<file path="config.mk">
export PLATFORM = sky130hd
export DESIGN_NAME = pipeline_issue_ctrl
export DESIGN_NICKNAME = d
export VERILOG_FILES = /design/src/rtl/pipeline_pkg.sv /design/src/rtl/issue_scoreboard.sv /design/src/rtl/pipeline_issue_ctrl.sv
export SDC_FILE = /design/constraint.sdc
export NUM_CORES = 1
export LEC_CHECK = 0
export ABC_AREA = 1
export CAP_MARGIN = 15
export CORE_MARGIN = 2
export CORE_UTILIZATION = 28
export DETAILED_ROUTE_END_ITERATION = 10
export GPL_TIMING_DRIVEN = 0
export MAX_ROUTING_LAYER = met4
export SLEW_MARGIN = 5
export SYNTH_ARGS = -nofsm -noshare
export SYNTH_HDL_FRONTEND = slang
export SYNTH_SLANG_ARGS = --single-unit
export TNS_END_PERCENT = 20
</file>
<file path="constraint.sdc">
create_clock -name clk -period 3.05 [get_ports clk]
set_input_delay 0.305 -clock clk [delete_from_list [all_inputs] [get_ports clk]]
set_output_delay 0.305 -clock clk [all_outputs]
set_load 0.1 [all_outputs]
</file>
<file path="src/rtl/pipeline_pkg.sv">
// pipeline_pkg: shared constants and types for the 16-bit pipeline control blocks.
//   - inst_type one-hot bit indices (IT_*)
//   - decoder source-use mask bit indices (USE_*)
//   - issue controller FSM state enum
package pipeline_pkg;

    localparam int IT_LDR = 0;
    localparam int IT_STR = 1;
    localparam int IT_BL  = 2;
    localparam int IT_BX  = 3;
    localparam int IT_BLX = 4;
    localparam int IT_RSV = 5;

    localparam int USE_RM = 2;
    localparam int USE_RN = 1;
    localparam int USE_RD = 0;

    typedef enum logic {
        RUN   = 1'b0,
        FLUSH = 1'b1
    } issue_state_e;

endpackage

</file>
<file path="src/rtl/issue_scoreboard.sv">
// issue_scoreboard: per-register count of in-flight writebacks.
// Ports:
//   clk, rst_n            clock, async active-low reset
//   inc_i / inc_num_i     add one pending write to a register
//   dec_i / dec_num_i     retire one pending write (ignored when count is 0)
//   rd_num_i / rd_cnt_o   three lookup ports (Rm, Rn, Rd order by USE_* index)
//   sat_num_i / sat_cnt_o lookup port for the destination register
//   busy_o                any counter non-zero (registered state)
module issue_scoreboard #(
    parameter int NREG  = 8,
    parameter int CNT_W = 2,
    parameter int RW    = 3
) (
    input  logic                      clk,
    input  logic                      rst_n,
    input  logic                      inc_i,
    input  logic [RW-1:0]             inc_num_i,
    input  logic                      dec_i,
    input  logic [RW-1:0]             dec_num_i,
    input  logic [2:0][RW-1:0]        rd_num_i,
    output logic [2:0][CNT_W-1:0]     rd_cnt_o,
    input  logic [RW-1:0]             sat_num_i,
    output logic [CNT_W-1:0]          sat_cnt_o,
    output logic                      busy_o
);

    logic [NREG-1:0][CNT_W-1:0] pend_q, pend_d;
    logic [NREG-1:0]            inc_hit, dec_hit;

    for (genvar r = 0; r < NREG; r++) begin : g_cnt
        assign inc_hit[r] = inc_i && (inc_num_i == RW'(r));
        // A retire against an empty counter is dropped so the count never wraps.
        assign dec_hit[r] = dec_i && (dec_num_i == RW'(r)) && (pend_q[r] != '0);
        // Simultaneous inc and dec on the same register cancel out.
        assign pend_d[r]  = (inc_hit[r] && !dec_hit[r]) ? pend_q[r] + 1'b1 :
                            (dec_hit[r] && !inc_hit[r]) ? pend_q[r] - 1'b1 :
                                                          pend_q[r];
    end

    always_ff @(posedge clk or negedge rst_n) begin
        if (!rst_n) pend_q <= '0;
        else        pend_q <= pend_d;
    end

    for (genvar p = 0; p < 3; p++) begin : g_rd
        assign rd_cnt_o[p] = pend_q[rd_num_i[p]];
    end

    assign sat_cnt_o = pend_q[sat_num_i];
    assign busy_o    = |pend_q;

    // A writeback with nothing outstanding means the pipeline lost track of a write.
    wb_underflow_a: assert property (@(posedge clk) disable iff (!rst_n)
        dec_i |-> (pend_q[dec_num_i] != '0));

endmodule

</file>
<file path="src/rtl/pipeline_issue_ctrl.sv">
// pipeline_issue_ctrl: decode->execute issue and hazard controller.
// Stalls decode on pending writes to used sources or a saturated destination
// counter, and holds flush high for BR_PENALTY cycles after BL/BX/BLX issue.
// Ports:
//   clk, rst_n                      clock, async active-low reset
//   dec_valid                       decode holds a valid instruction
//   num_Rm/num_Rn/num_Rd, used_RmRnRd  source registers and use mask {Rm,Rn,Rd}
//   write, writenum                 instruction writes back to writenum
//   inst_type                       {RSV,BLX,BX,BL,STR,LDR}
//   wb_valid, wb_num                writeback retiring a write
//   issue, stall, flush, busy       control outputs
// Build option: define HAZARD_WB_BYPASS_EN to let a source whose last pending
// write retires this cycle issue without waiting (needs regfile wb forwarding).
module pipeline_issue_ctrl
    import pipeline_pkg::*;
#(
    parameter int NREG       = 8,
    parameter int CNT_W      = 2,
    parameter int BR_PENALTY = 2
) (
    input  logic       clk,
    input  logic       rst_n,
    input  logic       dec_valid,
    input  logic [2:0] num_Rm,
    input  logic [2:0] num_Rn,
    input  logic [2:0] num_Rd,
    input  logic [2:0] used_RmRnRd,
    input  logic       write,
    input  logic [2:0] writenum,
    input  logic [5:0] inst_type,
    input  logic       wb_valid,
    input  logic [2:0] wb_num,
    output logic       issue,
    output logic       stall,
    output logic       flush,
    output logic       busy
);

    localparam int RW     = 3;
    localparam int FCNT_W = 3;

    issue_state_e          state_q, state_d;
    logic [FCNT_W-1:0]     fcnt_q, fcnt_d;

    logic [2:0][RW-1:0]    src_num;
    logic [2:0][CNT_W-1:0] src_cnt;
    logic [CNT_W-1:0]      sat_cnt;
    logic [2:0]            src_byp, src_hz_v;
    logic                  src_hz, sat_hz, issue_run, branch;

    // Flag-only inst_type bits; they have no effect on issue or the scoreboard.
    logic unused_it;
    assign unused_it = ^{inst_type[IT_RSV], inst_type[IT_STR], inst_type[IT_LDR]};

    assign src_num[USE_RM] = num_Rm;
    assign src_num[USE_RN] = num_Rn;
    assign src_num[USE_RD] = num_Rd;

    issue_scoreboard #(
        .NREG  (NREG),
        .CNT_W (CNT_W),
        .RW    (RW)
    ) u_sb (
        .clk       (clk),
        .rst_n     (rst_n),
        .inc_i     (issue & write),
        .inc_num_i (writenum),
        .dec_i     (wb_valid),
        .dec_num_i (wb_num),
        .rd_num_i  (src_num),
        .rd_cnt_o  (src_cnt),
        .sat_num_i (writenum),
        .sat_cnt_o (sat_cnt),
        .busy_o    (busy)
    );

    for (genvar p = 0; p < 3; p++) begin : g_hz
`ifdef HAZARD_WB_BYPASS_EN
        assign src_byp[p] = wb_valid && (wb_num == src_num[p]) && (src_cnt[p] == CNT_W'(1));
`else
        assign src_byp[p] = 1'b0;
`endif
        assign src_hz_v[p] = used_RmRnRd[p] && (src_cnt[p] != '0) && !src_byp[p];
    end

    assign src_hz    = |src_hz_v;
    // Another write to a full counter would overflow it, so hold the instruction.
    assign sat_hz    = write && (sat_cnt == '1);
    assign issue_run = dec_valid && !src_hz && !sat_hz;
    assign branch    = |inst_type[IT_BLX:IT_BL];

    always_ff @(posedge clk or negedge rst_n) begin
        if (!rst_n) begin
            state_q <= RUN;
            fcnt_q  <= '0;
        end else begin
            state_q <= state_d;
            fcnt_q  <= fcnt_d;
        end
    end

    always_comb begin
        state_d = state_q;
        fcnt_d  = fcnt_q;
        case (state_q)
            RUN: begin
                if (issue_run && branch) begin
                    state_d = FLUSH;
                    fcnt_d  = FCNT_W'(BR_PENALTY);
                end
            end
            FLUSH: begin
                // fcnt counts remaining flush cycles including the current one.
                if (fcnt_q == FCNT_W'(1)) begin
                    state_d = RUN;
                    fcnt_d  = '0;
                end else begin
                    fcnt_d  = fcnt_q - 1'b1;
                end
            end
            default: begin
                state_d = RUN;
                fcnt_d  = '0;
            end
        endcase
    end

    always_comb begin
        issue = 1'b0;
        stall = 1'b0;
        flush = 1'b0;
        case (state_q)
            RUN: begin
                issue = issue_run;
                stall = dec_valid && !issue_run;
            end
            FLUSH: flush = 1'b1;
            default: ;
        endcase
    end

endmodule

</file>
# After elaboration in Yosys (flattened, before gate mapping)
# Cells that the tools add are included.
classes:
  addsub: 17
  n_mul: 0
  div: 0
  magnitude_cmp: 4
  n_eq_ne: 17
  shift: 0
  n_mux: 33
  n_bitwise: 2
  reduce_logical: 91
op_table:
  columns: ["cell", "n"]
  rows:
  - ["$logic_and A1 B1 Y1", 48]
  - ["$mux W2", 20]
  - ["$reduce_bool A2 Y1", 19]
  - ["$bmux W2 S3", 4]
  - ["$eq A3 B3 Y1 const B", 8]
  - ["$logic_not A1 Y1", 19]
  - ["$add A2 B1 Y2 const B", 8]
  - ["$lt A3 B4 Y1 const B", 4]
  - ["$reduce_or A16 Y1", 1]
  - ["$sub A2 B1 Y2 const B", 8]
  - ["$eq A3 B2 Y1 const B", 4]
  - ["$eq A3 B1 Y1 const B", 3]
  - ["$logic_not A3 Y1", 2]
  - ["$mux W3", 2]
  - ["$pmux W3 S2", 1]
  - ["$reduce_or A3 Y1", 2]
  - ["$mux W1", 5]
  - ["$sub A3 B1 Y3 const B", 1]
  - ["$eq A2 B2 Y1 const B", 1]
  - ["$ne A2 B2 Y1 const B", 1]
  - ["$pmux W1 S2", 1]
  - ["$and A1 B1 Y1", 1]
  - ["$not A1 Y1", 1]
word_totals:
  regBits: 20
  latchBits: 0
  mem_bits_rw: 0
  rom_bits: 0
  input_bits: 29
  output_inout_bits: 4
  word_cells: 174
  memories: 0

# Longest topological paths before layout
# Gate-level depths: netlist of the first run.
logic_depth:
  ltp_word: 15
  mapped_depth: 17

# Modules after synthesis
# Synthesis of the first run repeated with hierarchy kept, for this count alone.
unflattened:
  cells_unflattened: 334
  area_unflattened_um2: 2019.4
modules_own_cells:
  columns: ["mod", "instances", "cells_each", "area_per_inst_um2", "seq_area_each_um2"]
  rows:
  - ["issue_scoreboard", 1, 288, 1705.4, 400.4]
  - ["pipeline_issue_ctrl", 1, 46, 314.1, 100.1]

# Least setup slack after synthesis of the first run
# Ideal clock, no wire load.
synth_path:
  path_type: "reg-to-reg"
  startpoint: "register u_sb.pend_q[4] (netlist name)"
  endpoint: "register u_sb.pend_q[1] (netlist name)"
  arrival_ns: 2.702
  required_time_ns: 2.919
  path_slack_ns: 0.218
  path_stages_with_launch: 14
  path_buffers: 0
  path_cell_list: "dfrtp_1 nor2_1 nand2_1 nand3_1 nand3b_1 nand3_1 nand3_1 nor3_4 nand2_2 nor2_1 ha_1 a21oi_1 o21ai_0 xor2_1"
synth_between:
  elab_chain_cells: 14
synth_rtl:
  columns: ["element", "line_no", "source"]
  rows:
  - ["start, declared", "issue_scoreboard.sv:27", "logic [NREG-1:0][CNT_W-1:0] pend_q, pend_d;"]
  - ["start signal, assigned", "issue_scoreboard.sv:42", "else pend_q <= pend_d;"]
  - ["$bmux W2 S3", "issue_scoreboard.sv:46", "assign rd_cnt_o[p] = pend_q[rd_num_i[p]];"]
  - ["$mux W2 (implied by the code)", "issue_scoreboard.sv:46", null]
  - ["$reduce_bool A2 Y1", "pipeline_issue_ctrl.sv:83", "assign src_hz_v[p] = used_RmRnRd[p] && (src_cnt[p] != '0) && !src_byp[p];"]
  - ["$logic_and A1 B1 Y1", "pipeline_issue_ctrl.sv:83", null]
  - ["$reduce_or A3 Y1", "pipeline_issue_ctrl.sv:86", "assign src_hz = |src_hz_v;"]
  - ["$logic_not A1 Y1", "pipeline_issue_ctrl.sv:89", "assign issue_run = dec_valid && !src_hz && !sat_hz;"]
  - ["$logic_and A1 B1 Y1", "pipeline_issue_ctrl.sv:89", null]
  - ["$logic_and A1 B1 Y1 *", "pipeline_issue_ctrl.sv:89", null]
  - ["$mux W1 *", "pipeline_issue_ctrl.sv:132", "case (state_q)"]
  - ["named net issue", "pipeline_issue_ctrl.sv:33", "output logic issue,"]
  - ["$and A1 B1 Y1 *", "pipeline_issue_ctrl.sv:66", ".inc_i (issue & write),"]
  - ["$logic_and A1 B1 Y1 *", "issue_scoreboard.sv:31", "assign inc_hit[r] = inc_i && (inc_num_i == RW'(r));"]
  - ["$logic_not A1 Y1", "issue_scoreboard.sv:36", "(dec_hit[r] && !inc_hit[r]) ? pend_q[r] - 1'b1 :"]
  - ["$logic_and A1 B1 Y1", "issue_scoreboard.sv:36", null]
  - ["$reduce_bool A2 Y1 (no line)", null, null]
# The timed path passes the listed nets; every way through them passes the cells marked *. The select of a mux whose other input is x is not followed.
# A chain may end at the register's enable or synchronous reset.

# Worst setup path after layout of the first run
layout_path:
  startpoint: "input port num_Rn[0]"
  endpoint: "output port stall"
layout_between:
  elab_chain_cells: 11
layout_rtl:
  columns: ["element", "line_no", "source"]
  rows:
  - ["start, declared", "pipeline_issue_ctrl.sv:25", "input logic [2:0] num_Rn,"]
  - ["$bmux W2 S3", "issue_scoreboard.sv:46", null]
  - ["$mux W2 (implied by the code)", "issue_scoreboard.sv:46", null]
  - ["$reduce_bool A2 Y1", "pipeline_issue_ctrl.sv:83", null]
  - ["$logic_and A1 B1 Y1", "pipeline_issue_ctrl.sv:83", null]
  - ["$reduce_or A3 Y1", "pipeline_issue_ctrl.sv:86", null]
  - ["$logic_not A1 Y1", "pipeline_issue_ctrl.sv:89", null]
  - ["$logic_and A1 B1 Y1 (2 in series)", "pipeline_issue_ctrl.sv:89", null]
  - ["$logic_not A1 Y1", "pipeline_issue_ctrl.sv:135", "stall = dec_valid && !issue_run;"]
  - ["$logic_and A1 B1 Y1", "pipeline_issue_ctrl.sv:135", null]
  - ["$mux W1", "pipeline_issue_ctrl.sv:132", null]
  - ["end, declared", "pipeline_issue_ctrl.sv:34", "output logic stall,"]
# No other way between the ends. The select of a mux whose other input is x is not followed.

==> metrics.md, run 1 <==
| Metric | Value |
|---|---|
| Status | finished clean |
| Number of global-route vias before repair | 1619 |
| Setup violators final | 0 |
| Routed len/inst | 11.48 µm |
| Cell count after synthesis | 253 |
| Residual DRC | 0 |
| Sum Neg Setup Slack | 0 ns |
| Initial Utilization | 28.83% |
| Die Span X | 81.84 µm |
| Post-DP Area | 2061 µm² |
| Uppermost layer routed | met4 |
| Max-Cap Viols | 0 |
| Hold/Removal Path Class | flop to flop |
| Leak pwr | 1.026 nW |
| Drt first pass iters | 4 |
| Pin count of the biggest net entering global routing | 21 |
| Routability cong. | 0.8219 |
| Yosys warnings | 0 |
| DP HPWL | 3399 µm |
| Met3 Routed Length | 132 µm |
| Synth Cell Area | 1697 µm² |
| Design Area, Final | 2096 µm² |
| Layout Cells excl Fill | 358 |
| Clock Skew | 0.005048 ns |
| Layout area overhead | 23.53% |
| Cells after DPL | 355 |
| Maximum vdd drop | 0.0003542 V |
| GR Util All Layers | 13.98% |
| Flops & latches, synth | 20 |
| N_diodes | 0 |
| Ports | 33 |
| Site row count | 28 |
| Unrepaired setup endpoints after global routing | no |
| CP Capture Type | output pin |
| Commonest non-fill, non-tap cell in the layout | nand2_1 |
| Final ANT Viol Nets | 0 |
| Pre-CTS setup slack | -0.1444 ns |
| Drt total wl | 4109 µm |
| Register area share after synthesis | 29.50% |
| Clock root cell | clkbuf_8 |
| Worst Setup Slack, final | 0.2229 ns |
| Clock H-tree levels | 1 |
| Tmin final | 2.827 ns |
| Most frequent cells in the layout | 71 x nand2_1, 33 x inv_1, 30 x nand3_1, 27 x nor2_1, 25 x clkdlybuf4s50_1 |
| Arrival @ worst endpoint | 2.52 ns |
| Worst slew pin tran | 0.9631 ns |
| Fin nets | 324 |
| Highest net fanout along the worst path | 5 |
| Die Y-Extent | 81.84 µm |
| Via density | 4.578 |
| Num CTS Buffers | 3 |
| Layout cells sized above 1 | 5.300% |
| Hold WS | 0.5112 ns |
| Die area | 6698 µm² |
| Worst setup path start | num_Rn[0] |
| CTS clock-pin slew for the worst setup and hold paths | 0.08 ns |
| CTS max path bufs | 2 |
| Met2 wire len | 2027 µm |
| Classification of the worst setup path | input pin to output pin |
| Yosys cell types | 23 |
| 1st-iter DRT viols | 77 |
| Cts-stage hold buffer count | 0 |
| Pwr Total | 1.443 mW |
| Slew Viols, Final | 0 |
| Vias post-DR | 1639 |
| Syn Nets | 292 |
| Clock Sinks | 20 |
| Skew-Pair Late Insertion Delay | 0.26 ns |
| PortBufs | 27 |
| Hold_sp | u_sb.pend_q[12] |
| Clock tree from TritonCTS | yes |
| Critical path data required time | 2.74 ns |
| Global-route wire length before repair | 7196 µm |
| Fin crit share | 92.69% |
| Filler cell count | 657 |
| CP Launch Type | input pin |
| Max-slew headroom | 35.59% |
| Max Freq | 353.7 MHz |
| Met1 WL | 1901 µm |
| Reg2Reg Launch Point | u_sb.pend_q[4] |
| Grt total ovfl | 0 |
| PwrDens | 688.5 nW/µm² |
| Fin util | 35.61% |
| Final Hold Vio Count | 0 |
| Initial antenna violation count | 0 |
| Post-CTS Repair Setup Buffers | 0 |
| Avg Synthesized Cell Area | 6.706 µm² |
| Core area | 5886 µm² |
path summary, 6_finish.rpt:
path	endpoint	slack [ns]	depth (start not counted)
setup / recovery	stall	0.22	10
hold / removal	u_sb.pend_q[12]	0.51	1
setup reg to reg	u_sb.pend_q[11]	0.42	13
hold reg to reg	u_sb.pend_q[12]	0.51	1
max in group asynchronous	u_sb.pend_q[0]	1.90	1
min in group asynchronous	u_sb.pend_q[3]	0.57	1
registers in the layout (all words and copies together) (netlist names):
name / count
u_sb.pend_q: 16
fcnt_q: 3
state_q: 1
cell type report:
class                           count  area, µm²  area share [%]
Tap cell                           75      93.84           4.478
Buffer                              3      30.03           1.433
Inverter                           35      131.4           6.269
Timing Repair Buffer               27      264.0           12.60
Clock buffer                        3      41.29           1.970
Sequential cell                    20      500.5           23.88
Multi-Input combinational cell    195       1035           49.37
synthesized netlist by cell type:
cell type  number  area, µm²
nand2_1        71      266.5
inv_1          33      123.9
nand3_1        30      150.1
nor2_1         27      101.4
dfrtp_1        20      500.5
a21oi_1        11      55.05
o21ai_0        11      55.05
ha_1           10      125.1
xor2_1          9      78.83
xnor2_1         8      70.07
o21ai_1         5      25.02
nand2_2         3      18.77
nand3b_1        3      22.52
buf_6           2      22.52
inv_2           2      7.510
buf_4           1      7.510
nand4_1         1      6.260
nand4_2         1      12.51
nor2_4          1      11.26
nor3_4          1      16.27
nor4_1          1      6.260
o21bai_1        1      7.510
or3_1           1      6.260
layer usage:
| metal | vias to the layer above | track usage (%) |
|---|---|---|
| met3 | 6 | 1.319 |
| met2 | 24 | 24.31 |
| li1 | 868 | - |
| met5 | - | - |
| met1 | 741 | 17.36 |
| met4 | 0 | 3.667 |
logic make-up (layout without fill, tap and decap cells):
family | Yosys count | count (layout) | synth area share (%)
XOR/XNOR | 17 | 17 | 8.776
buffers and inverters | 38 | 68 | 9.514
flip-flops | 20 | 20 | 29.50
adder cells (fa/ha/maj) | 10 | 10 | 7.375
AO/OA/AOI/OAI | 28 | 28 | 8.407
AND/OR/NAND/NOR | 140 | 140 | 36.43
what timing repair did:
action                     CTS  global route
hold endpoints to repair     0             0
gates resized for setup      2             2
setup endpoints to repair    2             1
pin swaps                    0             0
power breakdown:
part	internal [mW]	leakage, nW	total [mW]	switching [mW]
clock	0.0880	0.0216	0.176	0.0875
sequential	0.399	0.233	0.521	0.121
combinational	0.263	0.771	0.747	0.483
total	0.751	1.03	1.44	0.692
worst max-delay path, cell delays in order:
cell             delay [ns]
clkdlybuf4s50_1        0.52
inv_1                  0.11
a21oi_1                0.13
o21ai_0                0.10
nand3_1                0.08
nand3_1                0.12
nand2_2                0.15
nor2_4                 0.06
nor2_1                 0.08
dlygate4sd2_1          0.85
(Power assumes the default switching activity.)
==> inputs of run 2 (changes only) <==
CAP_MARGIN = 20   (was 15)
==> results of run 2 <==
No change in the layout: final DEF, timing and power equal those of run 1.
